**config.mk**
```make
export PLATFORM = sky130hd
export DESIGN_NAME = tlk2711_rx_frame
export DESIGN_NICKNAME = d
export VERILOG_FILES = /design/src/rtl/tlk2711_pkg.sv /design/src/rtl/tlk2711_rx_frame_pat_chk.sv /design/src/rtl/tlk2711_rx_frame.sv
export SDC_FILE = /design/constraint.sdc
export NUM_CORES = 1
export LEC_CHECK = 0
export ABC_CLOCK_PERIOD_IN_PS = 2100
export CORE_MARGIN = 3
export CORE_UTILIZATION = 46
export DETAILED_ROUTE_END_ITERATION = 7
export PLACE_DENSITY = 0.85
export RECOVER_POWER = 25
export REMOVE_ABC_BUFFERS = 1
export SLEW_MARGIN = 20
export SYNTH_ARGS = -nofsm -noshare
export SYNTH_HDL_FRONTEND = slang
export SYNTH_HIERARCHICAL = 1
export SYNTH_SLANG_ARGS = --single-unit
```
**constraint.sdc**
```tcl
create_clock -name clk -period 2.1 [get_ports clk]
set_clock_uncertainty 0.05 [all_clocks]
set_input_delay 0.21 -clock clk [delete_from_list [all_inputs] [get_ports clk]]
set_output_delay 0.21 -clock clk [all_outputs]
set_load 0.01 [all_outputs]
```
**src/rtl/tlk2711_pkg.sv**
```systemverilog
// Character constants, word classes and receive states shared by the tlk2711 TX and RX blocks.
package tlk2711_pkg;

    localparam logic [7:0] K28_5 = 8'hBC;
    localparam logic [7:0] D5_6  = 8'hC5;
    localparam logic [7:0] K27_7 = 8'hFB;
    localparam logic [7:0] K29_7 = 8'hFD;

    localparam logic [15:0] IDLE_WORD = {D5_6, K28_5};
    localparam logic [15:0] SOF_WORD  = {K27_7, K27_7};
    localparam logic [15:0] EOF_WORD  = {K29_7, K29_7};

    typedef enum logic [2:0] {
        WC_IDLE,
        WC_SOF,
        WC_EOF,
        WC_DATA,
        WC_BAD
    } word_class_t;

    typedef enum logic [1:0] {
        ST_UNSYNC,
        ST_IDLE,
        ST_FRAME,
        ST_DISCARD
    } rx_state_t;

    function automatic word_class_t classify(input logic [15:0] rxd,
                                             input logic        kmsb,
                                             input logic        klsb);
        word_class_t c;
        case ({kmsb, klsb})
            2'b00:   c = WC_DATA;
            2'b01:   c = (rxd == IDLE_WORD) ? WC_IDLE : WC_BAD;
            2'b11:   c = (rxd == SOF_WORD) ? WC_SOF :
                         (rxd == EOF_WORD) ? WC_EOF : WC_BAD;
            default: c = WC_BAD;
        endcase
        return c;
    endfunction

endpackage

```
**src/rtl/tlk2711_rx_frame_pat_chk.sv**
```systemverilog
// Incrementing-pattern checker for the decoded payload stream; counts words
// that differ from the previous word + 1 within a frame.
module tlk2711_pat_chk #(
    parameter int unsigned CNT_W = 16
) (
    input  logic             clk,
    input  logic             rst_n,
    input  logic             valid,
    input  logic             sof,
    input  logic [15:0]      data,
    input  logic             clr_cnt,
    output logic [CNT_W-1:0] err_cnt
);

    logic [15:0] exp_q;

    // Both a match and a mismatch resync the expectation to the received word + 1.
    always_ff @(posedge clk) begin
        if (!rst_n) begin
            exp_q   <= '0;
            err_cnt <= '0;
        end else begin
            if (valid)
                exp_q <= data + 16'd1;
            if (clr_cnt)
                err_cnt <= '0;
            else if (valid && !sof && (data != exp_q) && (err_cnt != '1))
                err_cnt <= err_cnt + 1'b1;
        end
    end

endmodule

```
**src/rtl/tlk2711_rx_frame.sv**
```systemverilog
// TLK2711 receive lane: word lock on idles, SOF/EOF frame delineation, error counters.
// Build option TLK2711_RX_PAT_CHECK_EN enables the payload pattern checker.
module tlk2711_rx_frame
    import tlk2711_pkg::*;
#(
    parameter int unsigned MAX_WORDS = 1024,
    parameter int unsigned LOCK_CNT  = 4,
    parameter int unsigned CNT_W     = 16
) (
    input  logic             clk,
    input  logic             rst_n,
    input  logic [15:0]      i_rxd,
    input  logic             i_rklsb,
    input  logic             i_rkmsb,
    input  logic             i_clr_cnt,
    output logic             o_lock,
    output logic [15:0]      o_data,
    output logic             o_valid,
    output logic             o_sof,
    output logic             o_eof,
    output logic             o_frame_err,
    output logic [CNT_W-1:0] o_frame_cnt,
    output logic [CNT_W-1:0] o_err_cnt,
    output logic [CNT_W-1:0] o_pat_err_cnt
);

    localparam int unsigned WC_W  = $clog2(MAX_WORDS + 1);
    localparam int unsigned RUN_W = $clog2(LOCK_CNT + 1);
    localparam logic [WC_W-1:0]  WORD_MAX = WC_W'(MAX_WORDS);
    localparam logic [WC_W-1:0]  WORD_ONE = WC_W'(1);
    localparam logic [RUN_W-1:0] RUN_LAST = RUN_W'(LOCK_CNT - 1);

    word_class_t      wclass;
    rx_state_t        state;
    logic [RUN_W-1:0] run_cnt;
    logic [WC_W-1:0]  word_cnt;
    logic [15:0]      buf_data;

    logic             lock_r, valid_r, sof_r, eof_r, ferr_r;
    logic [15:0]      data_r;
    logic [CNT_W-1:0] frame_cnt_r, err_cnt_r;

    logic             emit, emit_eof, err_evt, good_evt;

    assign wclass = classify(i_rxd, i_rkmsb, i_rklsb);

    // word_cnt doubles as the buffer-occupied flag: non-zero means the
    // buffer holds payload word number word_cnt of the current frame.
    always_comb begin
        emit     = 1'b0;
        emit_eof = 1'b0;
        err_evt  = 1'b0;
        good_evt = 1'b0;
        case (state)
            ST_IDLE: begin
                if (wclass == WC_DATA || wclass == WC_EOF)
                    err_evt = 1'b1;
            end
            ST_FRAME: begin
                case (wclass)
                    WC_DATA: begin
                        if (word_cnt == WORD_MAX) begin
                            err_evt  = 1'b1;
                            emit     = 1'b1;
                            emit_eof = 1'b1;
                        end else begin
                            emit = (word_cnt != '0);
                        end
                    end
                    WC_EOF: begin
                        if (word_cnt != '0) begin
                            emit     = 1'b1;
                            emit_eof = 1'b1;
                            good_evt = 1'b1;
                        end else begin
                            err_evt = 1'b1;
                        end
                    end
                    default: begin
                        err_evt  = 1'b1;
                        emit     = (word_cnt != '0);
                        emit_eof = 1'b1;
                    end
                endcase
            end
            default: ;
        endcase
    end

    always_ff @(posedge clk) begin
        if (!rst_n) begin
            state       <= ST_UNSYNC;
            run_cnt     <= '0;
            word_cnt    <= '0;
            buf_data    <= '0;
            lock_r      <= 1'b0;
            valid_r     <= 1'b0;
            sof_r       <= 1'b0;
            eof_r       <= 1'b0;
            ferr_r      <= 1'b0;
            data_r      <= '0;
            frame_cnt_r <= '0;
            err_cnt_r   <= '0;
        end else begin
            valid_r <= emit;
            sof_r   <= emit && (word_cnt == WORD_ONE);
            eof_r   <= emit && emit_eof;
            ferr_r  <= err_evt;
            if (emit)
                data_r <= buf_data;

            if (i_clr_cnt) begin
                frame_cnt_r <= '0;
                err_cnt_r   <= '0;
            end else begin
                if (good_evt && frame_cnt_r != '1)
                    frame_cnt_r <= frame_cnt_r + 1'b1;
                if (err_evt && err_cnt_r != '1)
                    err_cnt_r <= err_cnt_r + 1'b1;
            end

            if (state == ST_UNSYNC) begin
                if (wclass != WC_IDLE) begin
                    run_cnt <= '0;
                end else if (run_cnt == RUN_LAST) begin
                    state   <= ST_IDLE;
                    lock_r  <= 1'b1;
                    run_cnt <= '0;
                end else begin
                    run_cnt <= run_cnt + 1'b1;
                end
            end else if (wclass == WC_BAD && run_cnt == RUN_LAST) begin
                state   <= ST_UNSYNC;
                lock_r  <= 1'b0;
                run_cnt <= '0;
            end else begin
                run_cnt <= (wclass == WC_BAD) ? run_cnt + 1'b1 : '0;
                case (state)
                    ST_IDLE: begin
                        if (wclass == WC_SOF) begin
                            state    <= ST_FRAME;
                            word_cnt <= '0;
                        end
                    end
                    ST_FRAME: begin
                        case (wclass)
                            WC_DATA: begin
                                if (word_cnt == WORD_MAX) begin
                                    state <= ST_DISCARD;
                                end else begin
                                    buf_data <= i_rxd;
                                    word_cnt <= word_cnt + 1'b1;
                                end
                            end
                            WC_SOF:  word_cnt <= '0;
                            default: state <= ST_IDLE;
                        endcase
                    end
                    ST_DISCARD: begin
                        if (wclass == WC_EOF || wclass == WC_IDLE) begin
                            state <= ST_IDLE;
                        end else if (wclass == WC_SOF) begin
                            state    <= ST_FRAME;
                            word_cnt <= '0;
                        end
                    end
                    default: ;
                endcase
            end
        end
    end

    assign o_lock      = lock_r;
    assign o_data      = data_r;
    assign o_valid     = valid_r;
    assign o_sof       = sof_r;
    assign o_eof       = eof_r;
    assign o_frame_err = ferr_r;
    assign o_frame_cnt = frame_cnt_r;
    assign o_err_cnt   = err_cnt_r;

`ifdef TLK2711_RX_PAT_CHECK_EN
    tlk2711_pat_chk #(
        .CNT_W (CNT_W)
    ) u_pat_chk (
        .clk     (clk),
        .rst_n   (rst_n),
        .valid   (valid_r),
        .sof     (sof_r),
        .data    (data_r),
        .clr_cnt (i_clr_cnt),
        .err_cnt (o_pat_err_cnt)
    );
`else
    assign o_pat_err_cnt = '0;
`endif

endmodule

```
==> results of run 1 <==
critical path: stages, from the launching register on:
cell,delay (ns)
dfxtp_2,0.34
inv_2,0.07
ha_4,0.13
or3b_4,0.39
a41oi_4,0.23
a31oi_4,0.08
nand3b_4,0.24
nor4_4,0.29
xnor2_1,0.16
nor2_1,0.08
what timing repair did:
action | in CTS | in global routing
hold endpoints to repair | 0 | 0
resized for setup | 7 | 30
setup endpoints to repair | 20 | 49
buffers inserted | 7 | 9
pin swaps | 7 | 16
cloned | 0 | 1
final timing paths:
| path | start | end | slack (ns) | cells past startpoint |
|---|---|---|---|---|
| min reg2reg | run_cnt[0] | run_cnt[0] | 0.41 | 1 |
| max | state[0] | word_cnt[10] | -0.06 | 9 |
| min | i_rxd[5] | buf_data[5] | 0.07 | 3 |
| max reg2reg | state[0] | word_cnt[10] | -0.06 | 9 |
synth_stat cells, types with 2 or more instances:
cell	n	area, sq um
nand3_1	24	120
nor3_1	4	20.0
nor4_4	3	63.8
a211oi_1	2	15.0
o211ai_1	3	22.5
a211oi_2	3	37.5
xnor2_1	17	149
o21ai_0	9	45.0
dfxtp_1	85	1700
clkbuf_1	10	37.5
buf_6	2	22.5
nand4b_1	2	17.5
or3_1	5	31.3
nor2b_1	17	106
a31oi_1	2	12.5
a21oi_1	29	145
a2111oi_4	2	55.1
and3_1	10	62.6
nand3b_1	2	15.0
nand4_1	14	87.6
and4_1	5	43.8
xor2_1	13	114
a21oi_2	10	87.6
a311oi_1	2	17.5
ha_1	12	150
nor2_1	45	169
mux2i_1	17	170
nand2b_1	2	12.5
a21boi_0	4	30.0
o21ai_1	2	10.0
buf_2	2	10.0
buf_4	19	143
inv_1	14	52.6
nand2_1	56	210
sequential cells by signal (all words and copies together), names as in the netlist:
register     count
run_cnt          3
o_frame_err      1
state            2
o_valid          1
o_frame_cnt     16
o_data          16
o_lock           1
o_sof            1
o_err_cnt       16
o_eof            1
buf_data        16
word_cnt        11
layout make-up:
| cell class | count | area share, % |
|---|---|---|
| clock buffers | 9 | 2.07 |
| clock inverters | 7 | 0.981 |
| inverters | 14 | 0.876 |
| multi-input cells | 361 | 41.8 |
| flip-flops and latches | 85 | 28.5 |
| well taps | 108 | 2.25 |
| repair buffers | 154 | 23.5 |
kinds of logic (layout without fill, tap and decap cells):
logic type                 Yosys count  count (layout)
xor gates and xnor gates            30              30
and+or+nand+nor                    207             207
other                                1              16
AOI/OAI and AO/OA                   79              79
adders and majority gates           12              12
muxes                               17              17
DFF                                 85              85
buffers and inverters               47             184
routing by layer:
layer  up-vias  routed length (microns)  GRT usage (%)  share of wire [%]
li1       1935                        -              -                  -
met1      1936                     4780           24.2                 41
met4         0                      203           8.17                1.7
met3        24                      683           4.26                5.9
met2       155                     6000           36.6                 51
met5         -                        0              0                  0
power breakdown:
group / switching, mW / internal [mW]
combinational: 0.0744 / 0.0651
clock: 0.654 / 0.448
sequential: 0.0000000485 / 1.61
==> results.cfg, run 1 <==
[routing]
vias_per_cell = 5.49
drc = 0
drtAntennaViolNets = 0
wl_per_cell_microns = 15.8
via_count = 4050
detail_route.wirelength_mm = 11.7
drt_iter0_drc = 276
first_pass_iters = 5

[sta]
finalCriticalPeriod_ns = 2.16
rsz0062_at_grt = yes
final_max_slew_viol_count = 0
setup_viol = 6
fmax_mhz = 464
hold_viol_final = 0
fin_ws_ns = -0.0570
setup_tns_ns = -0.156
whs_ns = 0.0699
fin_crit_sh_pct = 103

[die]
core_area_sq_um = 8890
ios = 90
dieArea_sq_um = 10500
die_w_microns = 103
die_h_microns = 103
start_util_pct = 48.3
rows = 34

[cells_and_area]
n_antenna_cell = 0
stdcell_count = 738
nFillCells = 667
final-seq-area_sq_um = 1710
drive_gt1_share_pct = 23.7
area_growth_pct = 39.7
fin_util_pct = 67.5
multi_input_area_sq_um = 2510
layout_commonest_cell = dfxtp_1
nets = 658
final_area_sq_um = 6000
final_cell_mix = 80 x dfxtp_1, 76 x buf_4, 55 x nand2_1, 50 x clkdlybuf4s50_1, 43 x nor2_1

[placement]
dpl_cell_area_sq_um = 5520
numPortBuffers = 73
place_inst = 705
gp_congestion = 0.936
dp_slack_ns = -0.430
dp_hpwl_mm = 8.04

[yosys]
synth_edf_count = 0
synth_warnings = 6
syn-cell-area_sq_um = 4290
seq_area_frac_synth_pct = 39.6
synth-compound-area-share_pct = 14.0
yosysUniqueCellTypes = 64
synth_xor_area_share_pct = 6.12
syn_area_per_cell_sq_um = 8.98
synthArstFlopShare_pct = 0
synth_top_family_by_area = simple AND/OR/NAND/NOR gates
post_synth_and_or_nand_nor_area_fraction_pct = 26.5
syn_inst = 478
ys.flop_type = dfxtp_1
ys_seq_elements = 85
yosys.area_share.adder_pct = 3.50
synthMuxAreaShare_pct = 3.96

[clocking]
cts_max_path_buffers = 2
htreeDepth = 3
cts_hold_buf = 0
cts.sinks = 85
cts_tree = done
cts-root-buf = clkbuf_8
clk_pin_slew_ns = 0.10
clock_latency_ns = 0.37
cts_buffers = 9

[pwr]
power.total_mw = 2.85
leakagePower_nw = 2.42
peakVddDrop_mv = 0.318
power_density_nw_per_um2 = 475

[run_status]
violations = setup timing
status = finished with violations

[worst_setup_path]
crit_path_max_fanout = 7
cp-end-kind = flop
cp.arrival_ns = 2.36
start_kind = flop
required_ns = 2.30
critPathKind = reg -> reg

[flow_run]
maxCapViolCount = 0

[global_routing]
antenna_found_initial = 0
overflow = 0
grt_pass1_wl_mm = 17.6
grt_pass1_vias = 3954
grtUsageTotal_pct = 20.6
grt_max_degree = 20

[hold_path]
worstHoldPathType = in -> reg
No activity file was read; power rests on OpenSTA's default activity.
==> run 2, diff against run 1 <==
- ABC_CLOCK_PERIOD_IN_PS: 2100 -> 2000
- CORE_UTILIZATION: 46 -> 31
- PLACE_DENSITY: 0.85 -> 0.62
- SLEW_MARGIN: 20 -> not set
- clock period: 2.1 -> 2 ns (I/O delays scaled with it)
==> results.cfg, run 2 (synthesis gave the netlist of run 1 again) <==
[run_status]
status = finished with violations
violations = setup timing

[cells_and_area]
final-seq-area_sq_um = 1710
layout_commonest_cell = buf_4
nets = 670
drive_gt1_share_pct = 29.6
final_cell_mix = 81 x buf_4, 79 x dfxtp_1, 69 x clkdlybuf4s50_1, 46 x nand2_1, 42 x nor2_1
n_antenna_cell = 0
multi_input_area_sq_um = 2660
area_growth_pct = 50.4
nFillCells = 1268

[worst_setup_path]
cp_slowest_cell = or3b_4
start_kind = flop
rrSetupSlack_ns = -0.09
crit_path_max_fanout = 7
cp.arrival_ns = 2.27
required_ns = 2.18
critPathMaxStageDelay_ns = 0.39
path_cells = inv_2 > ha_4 > or3b_4 > a41oi_4 > a31oi_4 > nand3b_4 > buf_4 > nor4_4 > xnor2_1 > nor2_1
critPathKind = reg -> reg
crit_family = simple AND/OR/NAND/NOR gates
crit_buf_inv = 2
cp-end-kind = flop

[global_routing]
grt_pass1_vias = 3735
grtUsageTotal_pct = 14.4
antenna_found_initial = 0
grt_pass1_wl_mm = 17.5
overflow = 0
grt_max_degree = 17

[sta]
finalCriticalPeriod_ns = 2.09
rsz0062_at_grt = yes
fin_ws_ns = -0.0914
whs_ns = 0.114
hold_viol_final = 0
final_max_slew_viol_count = 0
fin_crit_sh_pct = 105
setup_tns_ns = -0.584
setup_viol = 13
fmax_mhz = 478

[routing]
vias_per_cell = 4.78
first_pass_iters = 4
wl_per_cell_microns = 13.6
drtAntennaViolNets = 0
detail_route.wirelength_mm = 11.1
drc = 0
drt_iter0_drc = 162
via_count = 3914

[pwr]
peakVddDrop_mv = 0.313
power_density_nw_per_um2 = 530
leakagePower_nw = 2.57

[placement]
numPortBuffers = 73
dp_hpwl_mm = 8.24
gp_congestion = 0.883
dp_slack_ns = -0.524

[die]
core_area_sq_um = 13400
ios = 90
die_w_microns = 124
die_h_microns = 124
start_util_pct = 32.0
dieArea_sq_um = 15300
rows = 42

[hold_path]
worstHoldPathType = in -> reg

[clocking]
clk_pin_slew_ns = 0.07
cts.sinks = 85
clock_latency_ns = 0.34
cts_hold_buf = 0
htreeDepth = 3
cts_tree = done
cts_max_path_buffers = 2
cts-root-buf = clkbuf_16
cts_buffers = 9

[flow_run]
maxCapViolCount = 0
==> run 2: worst paths after layout <==
kind | from | end | cells after the start
min | i_rxd[5] | buf_data[5] | 3
min reg2reg | run_cnt[0] | run_cnt[0] | 1
max | state[0] | word_cnt[10] | 10
max reg2reg | state[0] | word_cnt[10] | 10
==> run 2: stage by stage <==
step | std cells | area [sq um] | util (%) | total power, mW
CTS | 813 | 6120 | 45.7 | 3.45
global placement | 794 | 5780 | 43.1 | 1.88
global route | 818 | 6450 | 48.2 | 3.56
finish | 818 | 6450 | 48.2 | 3.42
floorplan | 460 | 4140 | - | 1.78
detailed placement | 794 | 5780 | 43.1 | 1.88
==> run 2: timing repair <==
item                                    4_1_cts  5_1_grt
cloned                                        0        1
pin swaps                                    14       40
endpoints found under the setup margin       43       68
resized for setup                            13       72
buffers inserted                              3        4
==> run 2: cell type report <==
cell class / count / area share, %
clock inverters: 5 / 0.543
multi-input cells: 361 / 41.2
flip-flops and latches: 85 / 26.5
repair buffers: 166 / 23.7
clock buffers: 11 / 3.76
well taps: 176 / 3.41
inverters: 14 / 0.814
==> run 2: worst register-to-register path: cells and delay by family, from the launching register on <==
family | cells | cell delay, ns
AO/OA/AOI/OAI | 2 | 0.30
XOR/XNOR | 1 | 0.14
adder cells (fa/ha/maj) | 1 | 0.13
buffers and inverters | 2 | 0.24
flip-flops | 1 | 0.32
AND/OR/NAND/NOR | 4 | 0.79
==> run 2: power by group <==
group	switching (mW)	internal [mW]	leakage, nW	total [mW]
combinational	0.0861	0.0757	1.75	0.162
sequential	0.0000000461	1.69	0.687	1.69
clock	0.689	0.878	0.136	1.57
==> run 2: layer usage <==
metal | GRT usage, % | wire, microns | vias up
met4 | 4.71 | 127 | 0
met3 | 3.50 | 463 | 11
li1 | - | - | 1963
met5 | 0 | 0 | -
met2 | 23.8 | 5490 | 64
met1 | 18.3 | 5050 | 1876
==> run 3, diff against run 2 <==
- PLACE_DENSITY: 0.62 -> not set
- SKIP_LAST_GASP: not set -> 1
==> results.cfg, run 3 (synthesis gave the netlist of run 1 again) <==
[global_routing]
grtUsageTotal_pct = 14.5
use_met1_pct = 18.9
antenna_found_initial = 0
grt_pass1_wl_mm = 17.7
grt_max_degree = 19
met2_usage_pct = 24.0
use_met3_pct = 3.45
overflow = 0
top_usage_layer = met2
grt_pass1_vias = 3699

[routing]
drt_iter0_drc = 177
vias_per_cell = 4.79
drtAntennaViolNets = 0
via_count = 3916
drc = 0
first_pass_iters = 4
wl_per_cell_microns = 13.9
detail_route.wirelength_mm = 11.3

[sta]
rsz0062_at_grt = yes
final_max_slew_viol_count = 0
worst_pin_slew_ns = 0.511
whs_ns = 0.0991
setup_viol = 27
fmax_mhz = 467
max-slew-margin-rel_pct = 65.9
hold_viol_final = 0
fin_ws_ns = -0.142
finalCriticalPeriod_ns = 2.14
fin_crit_sh_pct = 107

[cells_and_area]
layout_commonest_cell = buf_4
final_area_sq_um = 6450
area_growth_pct = 50.2
multi_input_area_sq_um = 2650
final_cell_mix = 84 x buf_4, 78 x dfxtp_1, 54 x nand2_1, 43 x nor2_1, 38 x clkdlybuf4s50_1
nets = 669
drive_gt1_share_pct = 27.6
n_antenna_cell = 0
final-seq-area_sq_um = 1710
nFillCells = 1283

[placement]
numPortBuffers = 73
gp_congestion = 0.843
dp_hpwl_mm = 8.18
dpl_cell_area_sq_um = 5750

[run_status]
status = finished with violations
violations = setup timing

[clocking]
cts_hold_buf = 0
clk_pin_slew_ns = 0.06
cts_tree = done
clock_latency_ns = 0.34
cts_max_path_buffers = 2
cts.sinks = 85
cts-root-buf = clkbuf_16
cts_buffers = 9
htreeDepth = 3

[pwr]
leakagePower_nw = 2.63
power_density_nw_per_um2 = 520
peakVddDrop_mv = 0.329

[worst_setup_path]
cp-end-kind = flop
crit_path_max_fanout = 7
required_ns = 2.18
cp.arrival_ns = 2.32
critPathKind = reg -> reg
start_kind = flop

[die]
dieArea_sq_um = 15300
die_w_microns = 124
ios = 90
die_h_microns = 124
core_area_sq_um = 13400
rows = 42
start_util_pct = 32.0

[flow_run]
maxCapViolCount = 0

[hold_path]
worstHoldPathType = in -> reg
[run 3: cell types whose count changed in the layout (fill, tap and decap cells not counted), sizes merged]
cell / before / now
clkdlybuf4s50: 69 / 38
dlygate4sd3: 0 / 21
dlymetal6s2s: 4 / 14
clkinv: 3 / 7
buf: 92 / 90
clkbuf: 12 / 11
clkinvlp: 1 / 0
inv: 15 / 14
[run 3: where the power goes]
group,switching (mW),internal (mW)
Sequential,0.0000000396,1.69
Clock,0.677,0.833
Combinational,0.0802,0.0716
[run 3: through the flow]
step	utilization [%]	cells	setup TNS, ns	worst slack (ns)	total power, mW
global route	48.1	817	-6.30	-0.237	3.50
global placement	42.9	789	-19.23	-0.481	1.87
CTS	46.0	812	-0.645	-0.105	3.39
finish	48.1	817	-1.48	-0.142	3.36
detailed placement	42.9	789	-20.50	-0.511	1.88
floorplan	-	460	-13.52	-0.474	1.78
[run 3: path summary, 6_finish.rpt]
path	start	to	slack, ns	cells past startpoint
setup / recovery	word_cnt[2]	o_err_cnt[15]	-0.14	9
hold / removal	i_rxd[7]	buf_data[7]	0.1	3
setup reg to reg	word_cnt[2]	o_err_cnt[15]	-0.14	9
hold reg to reg	run_cnt[0]	run_cnt[0]	0.38	1
[run 3: final cells by class]
class                           count  share of cell area (%)
Tap cell                          176                    3.42
Multi-Input combinational cell    361                    41.1
Timing Repair Buffer              165                    24.0
Clock inverter                      7                   0.660
Sequential cell                    85                    26.5
Inverter                           14                   0.815
Clock buffer                        9                    3.49
[run 3: repair_timing]
| item | 4_1_cts | 5_1_grt |
|---|---|---|
| setup endpoints to repair | 37 | 60 |
| setup buffers | 7 | 4 |
| cloned | 0 | 1 |
| resized for setup | 17 | 57 |
| pin swaps | 20 | 35 |
[run 3: worst max-delay path: stages (launching register included)]
cell and delay [ns]:
dfxtp_2 0.34, nor4_4 0.34, buf_4 0.17, nand4_1 0.16, a21oi_4 0.20, o311ai_4 0.16, buf_12 0.19, a211oi_2 0.20
xnor2_1 0.16, nor2_1 0.05
[run 3: routing by layer]
| metal | part of all wire [%] | vias up |
|---|---|---|
| li1 | - | 1950 |
| met1 | 45 | 1869 |
| met2 | 49 | 82 |
| met3 | 4.7 | 15 |
| met4 | 1.1 | 0 |
| met5 | 0 | - |
